<file path="src/rtl/mag_comp_pkg.sv">
// Shared types and helpers for the cascaded magnitude comparator.
// Slice width, the comparison result encoding and its mapping onto the three output flags.
package mag_comp_pkg;

  localparam int unsigned SLICE_W = 4;

  typedef enum logic [1:0] {
    CMP_LT = 2'd0,
    CMP_EQ = 2'd1,
    CMP_GT = 2'd2
  } cmp_e;

  typedef struct packed {
    logic gt;
    logic lt;
    logic eq;
  } cmp_flags_t;

  // Exactly one flag is set for any legal result; an illegal encoding yields all zeros.
  function automatic cmp_flags_t cmp_to_flags(input cmp_e res);
    cmp_flags_t f;
    f = '0;
    unique case (res)
      CMP_GT:  f.gt = 1'b1;
      CMP_LT:  f.lt = 1'b1;
      CMP_EQ:  f.eq = 1'b1;
      default: f = '0;
    endcase
    return f;
  endfunction

endpackage

</file>
<file path="src/rtl/mag_comp_slice.sv">
// Combinational 4-bit magnitude comparator slice with 7485-style cascade inputs.
// The cascade comes from the next more-significant slice; a decided result passes straight through.
module mag_comp_slice
  import mag_comp_pkg::*;
(
  input  logic [SLICE_W-1:0] a,
  input  logic [SLICE_W-1:0] b,
  input  logic               gt_in,
  input  logic               lt_in,
  input  logic               eq_in,
  output logic               gt,
  output logic               lt,
  output logic               eq
);

  logic local_gt;
  logic local_lt;
  logic local_eq;

  always_comb begin
    local_gt = (a > b);
    local_lt = (a < b);
    local_eq = (a == b);
  end

  // This slice only gets a say while everything above it compared equal.
  always_comb begin
    gt = gt_in | (eq_in & local_gt);
    lt = lt_in | (eq_in & local_lt);
    eq = eq_in & local_eq;
  end

endmodule

</file>
<file path="src/rtl/mag_comp.sv">
// Registered WIDTH-bit magnitude comparator built from a MSB-first cascade of 4-bit slices.
// Define MAG_COMP_SIGNED_EN to compare A and B as two's-complement values (default: unsigned).
module mag_comp
  import mag_comp_pkg::*;
#(
  parameter int unsigned WIDTH = 4
) (
  input  logic             clk,
  input  logic             rst_n,
  input  logic             in_valid,
  input  logic [WIDTH-1:0] A,
  input  logic [WIDTH-1:0] B,
  output logic             A_gt_B,
  output logic             A_lt_B,
  output logic             A_eq_B,
  output logic             out_valid
);

  // WIDTH must be a non-zero multiple of SLICE_W.
  localparam int unsigned NumSlices = WIDTH / SLICE_W;

  logic [WIDTH-1:0] a_cmp;
  logic [WIDTH-1:0] b_cmp;

`ifdef MAG_COMP_SIGNED_EN
  // Flipping both sign bits maps two's-complement order onto unsigned order.
  localparam logic [WIDTH-1:0] SignMask = {1'b1, {(WIDTH - 1){1'b0}}};
  assign a_cmp = A ^ SignMask;
  assign b_cmp = B ^ SignMask;
`else
  assign a_cmp = A;
  assign b_cmp = B;
`endif

  for (genvar i = 0; i < NumSlices; i++) begin : g_slice
    logic gt_in;
    logic lt_in;
    logic eq_in;
    logic gt;
    logic lt;
    logic eq;

    if (i == NumSlices - 1) begin : g_head
      assign gt_in = 1'b0;
      assign lt_in = 1'b0;
      assign eq_in = 1'b1;
    end else begin : g_link
      assign gt_in = g_slice[i+1].gt;
      assign lt_in = g_slice[i+1].lt;
      assign eq_in = g_slice[i+1].eq;
    end

    mag_comp_slice u_slice (
      .a     (a_cmp[i*SLICE_W +: SLICE_W]),
      .b     (b_cmp[i*SLICE_W +: SLICE_W]),
      .gt_in (gt_in),
      .lt_in (lt_in),
      .eq_in (eq_in),
      .gt    (gt),
      .lt    (lt),
      .eq    (eq)
    );
  end

  cmp_e       result;
  cmp_flags_t flags_d;

  always_comb begin
    if (g_slice[0].gt) begin
      result = CMP_GT;
    end else if (g_slice[0].lt) begin
      result = CMP_LT;
    end else begin
      result = CMP_EQ;
    end
    flags_d = cmp_to_flags(result);
  end

  logic gt_q;
  logic lt_q;
  logic eq_q;
  logic valid_q;

  // Flags hold across idle cycles; out_valid marks only the cycle after a capture.
  always_ff @(posedge clk or negedge rst_n) begin
    if (!rst_n) begin
      gt_q    <= 1'b0;
      lt_q    <= 1'b0;
      eq_q    <= 1'b0;
      valid_q <= 1'b0;
    end else begin
      valid_q <= in_valid;
      if (in_valid) begin
        gt_q <= flags_d.gt;
        lt_q <= flags_d.lt;
        eq_q <= flags_d.eq;
      end
    end
  end

  assign A_gt_B    = gt_q;
  assign A_lt_B    = lt_q;
  assign A_eq_B    = eq_q;
  assign out_valid = valid_q;

endmodule

</file>
<file path="config.mk">
export PLATFORM = sky130hd
export DESIGN_NAME = mag_comp
export DESIGN_NICKNAME = d
export VERILOG_FILES = /design/src/rtl/mag_comp_pkg.sv /design/src/rtl/mag_comp_slice.sv /design/src/rtl/mag_comp.sv
export SDC_FILE = /design/constraint.sdc
export NUM_CORES = 1
export LEC_CHECK = 0
export ABC_AREA = 1
export BUFFER_PORTS_ARGS = -buffer_cell sky130_fd_sc_hd__buf_2
export CORE_AREA = 2 2 39 41
export DETAILED_ROUTE_END_ITERATION = 7
export DIE_AREA = 0 0 41 43
export PLACE_DENSITY = 0.47
export RECOVER_POWER = 25
export SYNTH_ARGS = -nofsm -noshare
export SYNTH_HDL_FRONTEND = slang
export SYNTH_SLANG_ARGS = --single-unit
</file>
<file path="constraint.sdc">
create_clock -name clk -period 1.2 [get_ports clk]
set_clock_uncertainty 0.1 [all_clocks]
set_input_delay 0.3 -clock clk [delete_from_list [all_inputs] [get_ports clk]]
set_output_delay 0.3 -clock clk [all_outputs]
set_load 0.01 [all_outputs]
</file>
* After elaboration in Yosys (flattened, before gate mapping)
Index checks and enable logic that the tools add are counted.
Storage, ports and cells: bits of input ports 11, register bits 4, word-level logic and storage cells 14
Operators by class: equality and inequality tests 2, reductions and logical operators 1, mux-type cells 5, magnitude comparators 2
Operator list (count):
- 4-bit > comparator | 1
- 4-bit < comparator | 1
- 1-bit two-way mux | 4
- 2-bit by 1-bit == test with 1-bit output (second input constant) | 1
- 2-bit == test (second input constant) | 1
- 2-bit logical NOT | 1
- 2-bit two-way mux | 1

* Longest topological paths before layout
Gate-level depths: netlist (run 1).
depth in word-level cells 5, mapped depth 9, gate-level depth less buffers 9

* By module
From an unflattened synthesis (run 1), not the netlist that was laid out.
Unflattened totals: cells, all modules 45, area, all modules 306.5 um2
Modules (own cells, without submodules):
- mag_comp | instances 1, cells each 17, area an instance 155.1 um2
- mag_comp_slice | instances 1, cells each 28, area an instance 151.4 um2

* Worst setup path before layout (run 1)
Ideal clock, no wire load.
path type input to register, start point in B[3], end point reg eq_q, in the netlist A_eq_B, required time 984 ps, cell stages on the path 6, path slack 33 ps, arrival 951 ps, path through inv_1 ha_1 a21oi_1 nand2_1 nand2_1 nand2_1
On the way: longest elaborated chain between the ends 5
Ends and longest elaborated chain:
- start: declaration | RTL line mag_comp.sv:12 | input logic [WIDTH-1:0] B,
- 4-bit < comparator | RTL line mag_comp_slice.sv:22 | local_lt = (a < b);
- 1-bit two-way mux | RTL line mag_comp.sv:71 | end else if (g_slice[0].lt) begin
- 2-bit two-way mux * | RTL line mag_comp.sv:69 | if (g_slice[0].gt) begin
- 2-bit by 1-bit == test with 1-bit output * | RTL line mag_comp_pkg.sv:23 | unique case (res)
- 1-bit two-way mux * | RTL line mag_comp_pkg.sv:23
- end signal: assignment | RTL line mag_comp.sv:96 | eq_q <= flags_d.eq;
- end: declaration | RTL line mag_comp.sv:81 | logic eq_q;
Every way passes the cells marked *; elsewhere a longest branch is shown, timed or not. A chain may end at the register's enable or synchronous reset.

* Worst setup path in the final report (run 1)
start point reg lt_q, in the netlist A_lt_B, end point out A_lt_B
RTL lines:
- start: declaration | RTL line mag_comp.sv:80 | logic lt_q;
- start signal: assignment | RTL line mag_comp.sv:95 | lt_q <= flags_d.lt;
- end: declaration | RTL line mag_comp.sv:14 | output logic A_lt_B,
No word-level cell between the ends.

==> results.txt, run 1 <==
status: complete, no violations
Yosys Warn Count: 0
Final Max Tran Viols: 0
Hold Vio Cnt, Final: 0
drt pass-1 iters: 1
FP Rows: 14
Avg Inst Size Synth: 7.650 µm²
clk_lat worst skew: 0.24 ns
global-route wire length before repair: 959 µm
area of the multi-input gates: 137.6 µm²
worst r2r src: A_lt_B$_DFFE_PN0P_
RSZ-0062 raised after global routing: false
fin crit period: 1.167 ns
nets: 70
VDD IR max: 260.0 µV
crit-path cells: buf_2
fin crit share: 0.9725
total chip power: 0.0004264 W
Bufs and invs on worst path: 1
R2R Setup Slk: 0.48 ns
final WL: 542 µm
Longest Clk Path Bufs: 2
Hold EP: out_valid$_DFF_PN0_
drt drc: 0
Diodes inserted: 0
Hold Path Cell Cnt: 1
Setup crit end kind: output port
critical path type: flop to output port
Die Wd: 41 µm
Storage cell area: 100.1 µm²
routability cong.: 0.6745
design area: 387.9 µm²
setup TNS: 0 ns
Synth top area share: 0.3738
grt total ovfl: 0
antenna violations before repair: 0
H-Tree Depth: 1
I/O pins: 15
# setup viols final: 0
measured slew at the worst slew-check pin: 0.2282 ns
CP Launch Type: flop
Crit path required time: 0.80 ns
clock sinks: 4
Starting Density: 0.1935
Lkg Pwr: 0.2372 nW
max incr delay on CP: 0.38 ns
Syn-to-layout area delta: 44.86%
Worst-path clk slew: 0.04 ns
worst-path maximum fanout: 2
CTS tree: done
largest net degree at the start of global routing: 6
Mapped Area: 267.8 µm²
hold_ws: 0.1281 ns
vias in the first global route: 239
Port Buffer Count: 14
DP Wirelength: 447 µm
CP arrival: 0.77 ns
Net Count, Synth: 50
Worst R2R Path Depth: 2
area leader, netlist: dfrtp_1
chip height: 43 µm
Worst Hold Class: primary input to flop
Seq/Total Area, Yosys: 0.3738
WL per Instance: 7.855 µm
Post-DP Area: 357.8 µm²
delay-heaviest family, CP: flip-flops
slew margin rel.: 0.8479
total global-route track usage: 0.08652
share of cells above drive strength 1: 0.3962
synth unique cells: 10
highest clock rate: 0.8569 GHz
reg2reg end: A_lt_B$_DFFE_PN0P_
cell area power density: 1099 nW/µm²
top cells by area, synth: dfrtp_1 37%, ha_1 19%, nand2_1 15%
# Max-Cap Violations: 0
Cells after Synth: 35
CTS Buf Count: 3
Fillers: 161
Via Count: 261
CP max-delay cell: dfrtp_1
die area: 1763 µm²
min-delay src: in_valid
CTS Root Cell: clkbuf_4
Post-CTS Setup Bufs: 0
post-DR vias/cell: 3.783
Seq cells post-synth: 4
Core ar.: 1384 µm²
Antenna Nets Post-Route: 0
DR iter-0 viols: 0
[layout make-up]
cell class	instances	share of cell area
well taps	16	0.05161
flip-flops and latches	4	0.2581
clock buffers	3	0.05806
inverters	8	0.07742
repair buffers	15	0.2000
multi-input cells	23	0.3548
[sequential cells by signal (all words and copies together), names as in the netlist]
signal and flops:
out_valid 1, A_eq_B 1, A_gt_B 1, A_lt_B 1
[power by group]
| part | internal [W] | switching, W |
|---|---|---|
| Clock | 0.000112 | 0.0000621 |
| Combinational | 0.0000437 | 0.0000540 |
| Sequential | 0.000148 | 0.00000624 |
[through the flow]
stage | cells | util | setup WS (ns)
2_1_floorplan | 35 | - | 0.03278
3_3_place_gp | 65 | 0.2586 | -0.1228
3_5_place_dp | 65 | 0.2586 | -0.1336
4_1_cts | 69 | 0.2821 | 0.03183
5_1_grt | 69 | 0.2803 | 0.001523
6_report | 69 | 0.2803 | 0.03295
[layer usage]
layer | GRT usage | wire length [µm] | vias to the layer above
met5 | 0 | 0 | -
met4 | 0.1000 | 15 | 0
met3 | 0.03141 | 24 | 2
met2 | 0.1031 | 259 | 9
met1 | 0.1036 | 242 | 109
li1 | - | - | 141
[layout by cell type, fill, tap and decap left out, drive strengths merged]
cell type / instances
a21oi: 1
buf: 12
clkbuf: 5
dfrtp: 4
dlygate4sd3: 1
ha: 4
inv: 8
nand2: 14
nand3: 1
nor2: 2
nor3: 1
[Yosys cell counts, drive strengths merged]
| library cell | instances |
|---|---|
| inv | 8 |
| nand3 | 1 |
| a21oi | 1 |
| nor2 | 2 |
| nor3 | 1 |
| nand2 | 14 |
| dfrtp | 4 |
| ha | 4 |
[kinds of logic after synthesis]
kind of cell / share of synthesized area
and+or+nand+nor: 0.3084
adders and majority gates: 0.1869
AOI/OAI and AO/OA: 0.01867
buffers and inverters: 0.1122
DFF: 0.3738
[what timing repair did]
item	CTS	global route
resized for setup	0	0
endpoints found under the hold margin	4	0
hold buffers	1	0
[worst max-delay path by stage]
stage	from	end	cells past startpoint
2_1_floorplan	B[3]	A_eq_B$_DFFE_PN0P_	6
3_3_place_gp	A[3]	A_gt_B$_DFFE_PN0P_	6
3_5_place_dp	A[3]	A_gt_B$_DFFE_PN0P_	6
4_1_cts	A_lt_B$_DFFE_PN0P_	A_lt_B	1
5_1_grt	A_lt_B$_DFFE_PN0P_	A_lt_B	1
6_report	A_lt_B$_DFFE_PN0P_	A_lt_B	1
Note: power is estimated with default switching activity, not from simulation.
==> run 2: changes to the inputs <==
- clock period: 1.2 -> 1.4 ns (I/O delays scaled with it)
==> run 2 against run 1 <==
Routed wire length fell by 13%. Die area did not move. Non-clock buffer count did not move. Total power fell by 17%. Setup slack improved by 0.17 ns. First-iteration DRC count rose by 1. Worst hold slack improved by 0.056 ns. Design area did not move. Global-route usage fell by 1.4 points. Register-to-register slack improved by 0.22 ns. Via count fell by 1.9%. Flip-flop and latch count did not move. Highest routed layer is now met3.
==> results.txt, run 2 (same netlist as run 1, synthesis figures left out) <==
post-DR vias/cell: 3.710 (was 3.783)
most frequent cells in the layout: 12 x buf_2, 11 x nand2_1, 6 x inv_1 (unchanged)
Fillers: 156 (was 161)
Worst Hold Class: primary input to flop (unchanged)
Gate power share: 0.234 (was 0.229)
slew margin rel.: 0.8703 (was 0.8479)
worst r2r src: A_gt_B$_DFFE_PN0P_ (was A_lt_B$_DFFE_PN0P_)
I/O pins: 15 (unchanged)
Hold Vio Cnt, Final: 0 (unchanged)
Syn-to-layout area delta: 44.86% (unchanged)
Bufs and invs on worst path: 1 (unchanged)
Port Buffer Count: 14 (unchanged)
status: complete, no violations (unchanged)
Psw: 0.00009377 W (was 0.0001224 W)
CTS Buf Count: 3 (unchanged)
Starting Density: 0.1935 (unchanged)
Core ar.: 1384 µm² (unchanged)
Diodes inserted: 0 (unchanged)
Place WS: 0.03452 ns (was -0.1336 ns)
Final Max Tran Viols: 0 (unchanged)
GR Layer Usage met1: 0.07190 (was 0.1036)
max incr delay on CP: 0.38 ns (about the same)
cell area power density: 912.1 nW/µm² (was 1099 nW/µm²)
setup ws final: 0.2020 ns (was 0.03295 ns)
total chip power: 0.0003538 W (was 0.0004264 W)
setup TNS: 0 ns (unchanged)
WL per Instance: 6.855 µm (was 7.855 µm)
met3 GRT Util: 0.03141 (unchanged)
CP arrival: 0.75 ns (was 0.77 ns)
CP Launch Type: flop (unchanged)
most common cell after layout, fill and taps aside: buf_2 (unchanged)
Placed Instances: 65 (unchanged)
drt drc: 0 (unchanged)
Lkg Pwr: 0.2372 nW (unchanged)
final std cells w/o fill: 69 (unchanged)
Crit path required time: 0.95 ns (was 0.80 ns)
highest clock rate: 0.8347 GHz
measured slew at the worst slew-check pin: 0.1946 ns (was 0.2282 ns)
# Max-Cap Violations: 0 (unchanged)
CTS Root Cell: clkbuf_4 (unchanged)
antenna violations before repair: 0 (unchanged)
Post-CTS Setup Bufs: 0 (unchanged)
crit-path cells: buf_2 (unchanged)
Via Count: 256 (was 261)
grt total ovfl: 0 (unchanged)
RSZ-0062 raised after global routing: false (unchanged)
chip height: 43 µm (unchanged)
R2R Setup Slk: 0.70 ns (was 0.48 ns)
crit path to: A_gt_B (was A_lt_B)
Seq pwr share: 0.374 (was 0.362)
worst-path maximum fanout: 2 (unchanged)
drt pass-1 iters: 3 (was 1)
clock sinks: 4 (unchanged)
CTS tree: done (unchanged)
Post-CTS Resized: 0 (unchanged)
reg2reg end: A_gt_B$_DFFE_PN0P_ (was A_lt_B$_DFFE_PN0P_)
Worst R2R Path Depth: 2 (unchanged)
sw frac: 0.2651 (was 0.2871)
Crit. Startpoint: A_gt_B$_DFFE_PN0P_ (was A_lt_B$_DFFE_PN0P_)
vias in the first global route: 234 (was 239)
fin crit share: 0.8557
clk_lat worst skew: 0.23 ns (was 0.24 ns)
Storage cell area: 100.1 µm² (unchanged)
FP Rows: 14 (unchanged)
total global-route track usage: 0.07265 (was 0.08652)
final WL: 473 µm (was 542 µm)
Setup crit end kind: output port (unchanged)
delay-heaviest family, CP: flip-flops (unchanged)
largest net degree at the start of global routing: 6 (unchanged)
critical path type: flop to output port (unchanged)
routability cong.: 0.7212 (was 0.6745)
# setup viols final: 0 (unchanged)
clock share of power: 0.392 (was 0.409)
share of cells above drive strength 1: 0.3962 (unchanged)
global-route wire length before repair: 807 µm (was 959 µm)
hold_ws: 0.1838 ns (was 0.1281 ns)
Worst-path clk slew: 0.04 ns (about the same)
area of the multi-input gates: 137.6 µm² (unchanged)
die area: 1763 µm² (unchanged)
Longest Clk Path Bufs: 2 (unchanged)
GRT busiest layer: met2 (was met1)
DR iter-0 viols: 1 (was 0)
Crit. path cell count: 1 (unchanged)
Die Wd: 41 µm (unchanged)
Int Power: 0.0002600 W (was 0.0003040 W)
CP max-delay cell: dfrtp_1 (unchanged)
H-Tree Depth: 1 (unchanged)
M2 GR Usage: 0.1000 (was 0.1031)
nets: 70 (unchanged)
fin crit period: 1.198 ns
VDD IR max: 214.7 µV (was 260.0 µV)
Antenna Nets Post-Route: 0 (unchanged)
[run 2: final cells by class]
class	count	area share
inverter	8	0.07742
tap	16	0.05161
multi-input combinational	23	0.3548
timing repair buffer	15	0.2000
sequential	4	0.2581
clock buffer	3	0.05806
[run 2: how the worst min path moves through the flow]
| stage | start | to | slack, ns | cells past startpoint |
|---|---|---|---|---|
| final | in_valid | out_valid$_DFF_PN0_ | 0.18 | 1 |
| after global routing | in_valid | out_valid$_DFF_PN0_ | 0.19 | 1 |
| after CTS | in_valid | out_valid$_DFF_PN0_ | 0.16 | 1 |
| after detailed placement | rst_n | out_valid$_DFF_PN0_ | 0.06 | 1 |
| after global placement | rst_n | out_valid$_DFF_PN0_ | 0.06 | 1 |
| after floorplan | rst_n | A_eq_B$_DFFE_PN0P_ | -0.05 | 0 |
[run 2: through the flow]
stage          utilization  cell area, µm²
2_1_floorplan            -           267.8
3_3_place_gp        0.2586           357.8
3_5_place_dp        0.2586           357.8
4_1_cts             0.2821           390.4
5_1_grt             0.2803           387.9
6_report            0.2803           387.9
[run 2: power by group through the flow]
stage / clock (W) / combinational [W] / sequential [W]
after global placement: 0 / 0.0000833 / 0.000133
after CTS: 0.000146 / 0.0000859 / 0.000133
final: 0.000139 / 0.0000828 / 0.000132
after detailed placement: 0 / 0.0000826 / 0.000134
after global routing: 0.000153 / 0.0000960 / 0.000133
after floorplan: 0 / 0.0000437 / 0.000139
[run 2: metal layers]
layer	up-vias	routed length, µm
met2	9	236
li1	141	-
met1	106	209
met3	0	28
met4	0	0
met5	-	0
[run 2: what timing repair did]
action	in CTS	in global routing
endpoints found under the hold margin	4	0
endpoints found under the setup margin	0	0
hold buffers	1	0
==> run 3: changes to the inputs <==
- CTS_BUF_LIST: default -> sky130_fd_sc_hd__clkbuf_8
==> run 3 against run 2 <==
Global-route usage is 0.40 points higher. Worst hold slack better by 0.022 ns. Maximum frequency grew 1.5%. Cell count did not move. Utilization increased by 1.4 points. Sequential share of layout area is 1.2 points lower. Routed wire length increased by 1.3%. Count of clock-buffer cells in the layout unchanged. Design area increased by 4.8%. Non-clock buffer count did not move.
==> results.txt, run 3 (same netlist as run 1, synthesis figures left out) <==
hold_buf cts: 1 (unchanged)
clock share of power: 0.523 (was 0.392)
# setup viols final: 0 (unchanged)
post-DR vias/cell: 3.696 (was 3.710)
Hold Vio Cnt, Final: 0 (unchanged)
VDD IR max: 287.6 µV (was 214.7 µV)
Worst R2R Path Depth: 2 (unchanged)
FP Rows: 14 (unchanged)
Lkg Pwr: 0.2450 nW (was 0.2372 nW)
status: complete, no violations (unchanged)
worst r2r src: A_gt_B$_DFFE_PN0P_ (unchanged)
I/O pins: 15 (unchanged)
Die Wd: 41 µm (unchanged)
fin crit period: 1.180 ns (was 1.198 ns)
setup TNS: 0 ns (unchanged)
Final Max Tran Viols: 0 (unchanged)
worst-path maximum fanout: 2 (unchanged)
Worst-path clk slew: 0.03 ns (was 0.04 ns)
most frequent cells in the layout: 12 x buf_2, 11 x nand2_1, 6 x inv_1 (unchanged)
CP max-delay cell: dfrtp_1 (unchanged)
delay-heaviest family, CP: flip-flops (unchanged)
highest clock rate: 0.8475 GHz (was 0.8347 GHz)
Longest Clk Path Bufs: 2 (unchanged)
share of cells above drive strength 1: 0.3962 (unchanged)
CTS Root Cell: clkbuf_8 (was clkbuf_4)
fin crit share: 0.8428 (was 0.8557)
largest net degree at the start of global routing: 6 (unchanged)
Post-CTS Resized: 0 (unchanged)
sw frac: 0.2317 (was 0.2651)
Crit path required time: 0.95 ns (about the same)
Via Count: 255 (was 256)
Hold Path Cell Cnt: 1 (unchanged)
Seq pwr share: 0.293 (was 0.374)
Post-CTS Setup Bufs: 0 (unchanged)
crit-path cells: buf_2 (unchanged)
Syn-to-layout area delta: 51.87% (was 44.86%)
Psw: 0.0001048 W (was 0.00009377 W)
global-route wire length before repair: 834 µm (was 807 µm)
H-Tree Depth: 1 (unchanged)
Hold EP: out_valid$_DFF_PN0_ (unchanged)
measured slew at the worst slew-check pin: 0.1947 ns (was 0.1946 ns)
CTS tree: done (unchanged)
total global-route track usage: 0.07669 (was 0.07265)
Antenna Nets Post-Route: 0 (unchanged)
grt total ovfl: 0 (unchanged)
reg2reg end: A_gt_B$_DFFE_PN0P_ (unchanged)
Int Power: 0.0003473 W (was 0.0002600 W)
Fillers: 155 (was 156)
CTS Buf Count: 3 (unchanged)
critical path type: flop to output port (unchanged)
# Max-Cap Violations: 0 (unchanged)
routability cong.: 0.7212 (unchanged)
DR iter-0 viols: 3 (was 1)
drt drc: 0 (unchanged)
die area: 1763 µm² (unchanged)
final WL: 479 µm (was 473 µm)
chip height: 43 µm (unchanged)
Core ar.: 1384 µm² (unchanged)
clock sinks: 4 (unchanged)
antenna violations before repair: 0 (unchanged)
Setup crit end kind: output port (unchanged)
Bufs and invs on worst path: 1 (unchanged)
clk_lat worst skew: 0.21 ns (was 0.23 ns)
CP Launch Type: flop (unchanged)
min-delay src: in_valid (unchanged)
Diodes inserted: 0 (unchanged)
Starting Density: 0.1935 (unchanged)
CP arrival: 0.73 ns (was 0.75 ns)
WL per Instance: 6.942 µm (was 6.855 µm)
nets: 70 (unchanged)
Gate power share: 0.183 (was 0.234)
Worst Hold Class: primary input to flop (unchanged)
R2R Setup Slk: 0.70 ns (about the same)
Port Buffer Count: 14 (unchanged)
drt pass-1 iters: 3 (unchanged)
most common cell after layout, fill and taps aside: buf_2 (unchanged)
max incr delay on CP: 0.37 ns (was 0.38 ns)
cell area power density: 1112 nW/µm² (was 912.1 nW/µm²)
vias in the first global route: 239 (was 234)
final core utilization: 0.2939 (was 0.2803)
slew margin rel.: 0.8702 (was 0.8703)
RSZ-0062 raised after global routing: false (unchanged)
-- run 3: changes by cell type in the layout (fill, tap and decap cells not counted) --
cell | before | now
clkbuf_4 | 3 | 0
clkbuf_8 | 0 | 3
-- run 3: metal layers --
layer	up-vias	track usage	wire [µm]
li1	141	-	-
met3	0	0.04712	26
met1	107	0.07516	210
met4	0	0.08000	0
met2	7	0.1000	242
met5	-	0	0
-- run 3: power groups by stage --
stage | Combinational [W] | Sequential (W) | Clock, W
detailed placement | 0.0000826 | 0.000134 | 0
global route | 0.0000960 | 0.000134 | 0.000253
floorplan | 0.0000437 | 0.000139 | 0
CTS | 0.0000859 | 0.000133 | 0.000244
finish | 0.0000828 | 0.000133 | 0.000237
global placement | 0.0000833 | 0.000133 | 0
-- run 3: how the worst max path moves through the flow --
stage          depth (start not counted)          startpoint            endpoint
6_report                               1  A_gt_B$_DFFE_PN0P_              A_gt_B
5_1_grt                                7                B[3]  A_eq_B$_DFFE_PN0P_
4_1_cts                                1  A_gt_B$_DFFE_PN0P_              A_gt_B
3_5_place_dp                           6                A[3]  A_eq_B$_DFFE_PN0P_
3_3_place_gp                           6                A[3]  A_eq_B$_DFFE_PN0P_
2_1_floorplan                          6                B[3]  A_eq_B$_DFFE_PN0P_
-- run 3: layout make-up --
| type | count | area (µm²) | share of cell area |
|---|---|---|---|
| multi-input cells | 23 | 137.6 | 0.3385 |
| flip-flops and latches | 4 | 100.1 | 0.2462 |
| inverters | 8 | 30.03 | 0.07385 |
| well taps | 16 | 20.02 | 0.04923 |
| clock buffers | 3 | 41.29 | 0.1015 |
| repair buffers | 15 | 77.57 | 0.1908 |
-- run 3: stage by stage --
| step | hold WS, ns | total power (W) | instances | instance area [µm²] | worst slack, ns |
|---|---|---|---|---|---|
| after detailed placement | 0.05619 | 0.0002168 | 65 | 357.8 | 0.03452 |
| after global placement | 0.05925 | 0.0002162 | 65 | 357.8 | 0.03790 |
| after global routing | 0.2070 | 0.0004828 | 69 | 406.6 | 0.1702 |
| final | 0.2056 | 0.0004521 | 69 | 406.6 | 0.2201 |
| after floorplan | -0.04559 | 0.0001824 | 35 | 267.8 | 0.1828 |
| after CTS | 0.1838 | 0.0004623 | 69 | 409.1 | 0.2114 |
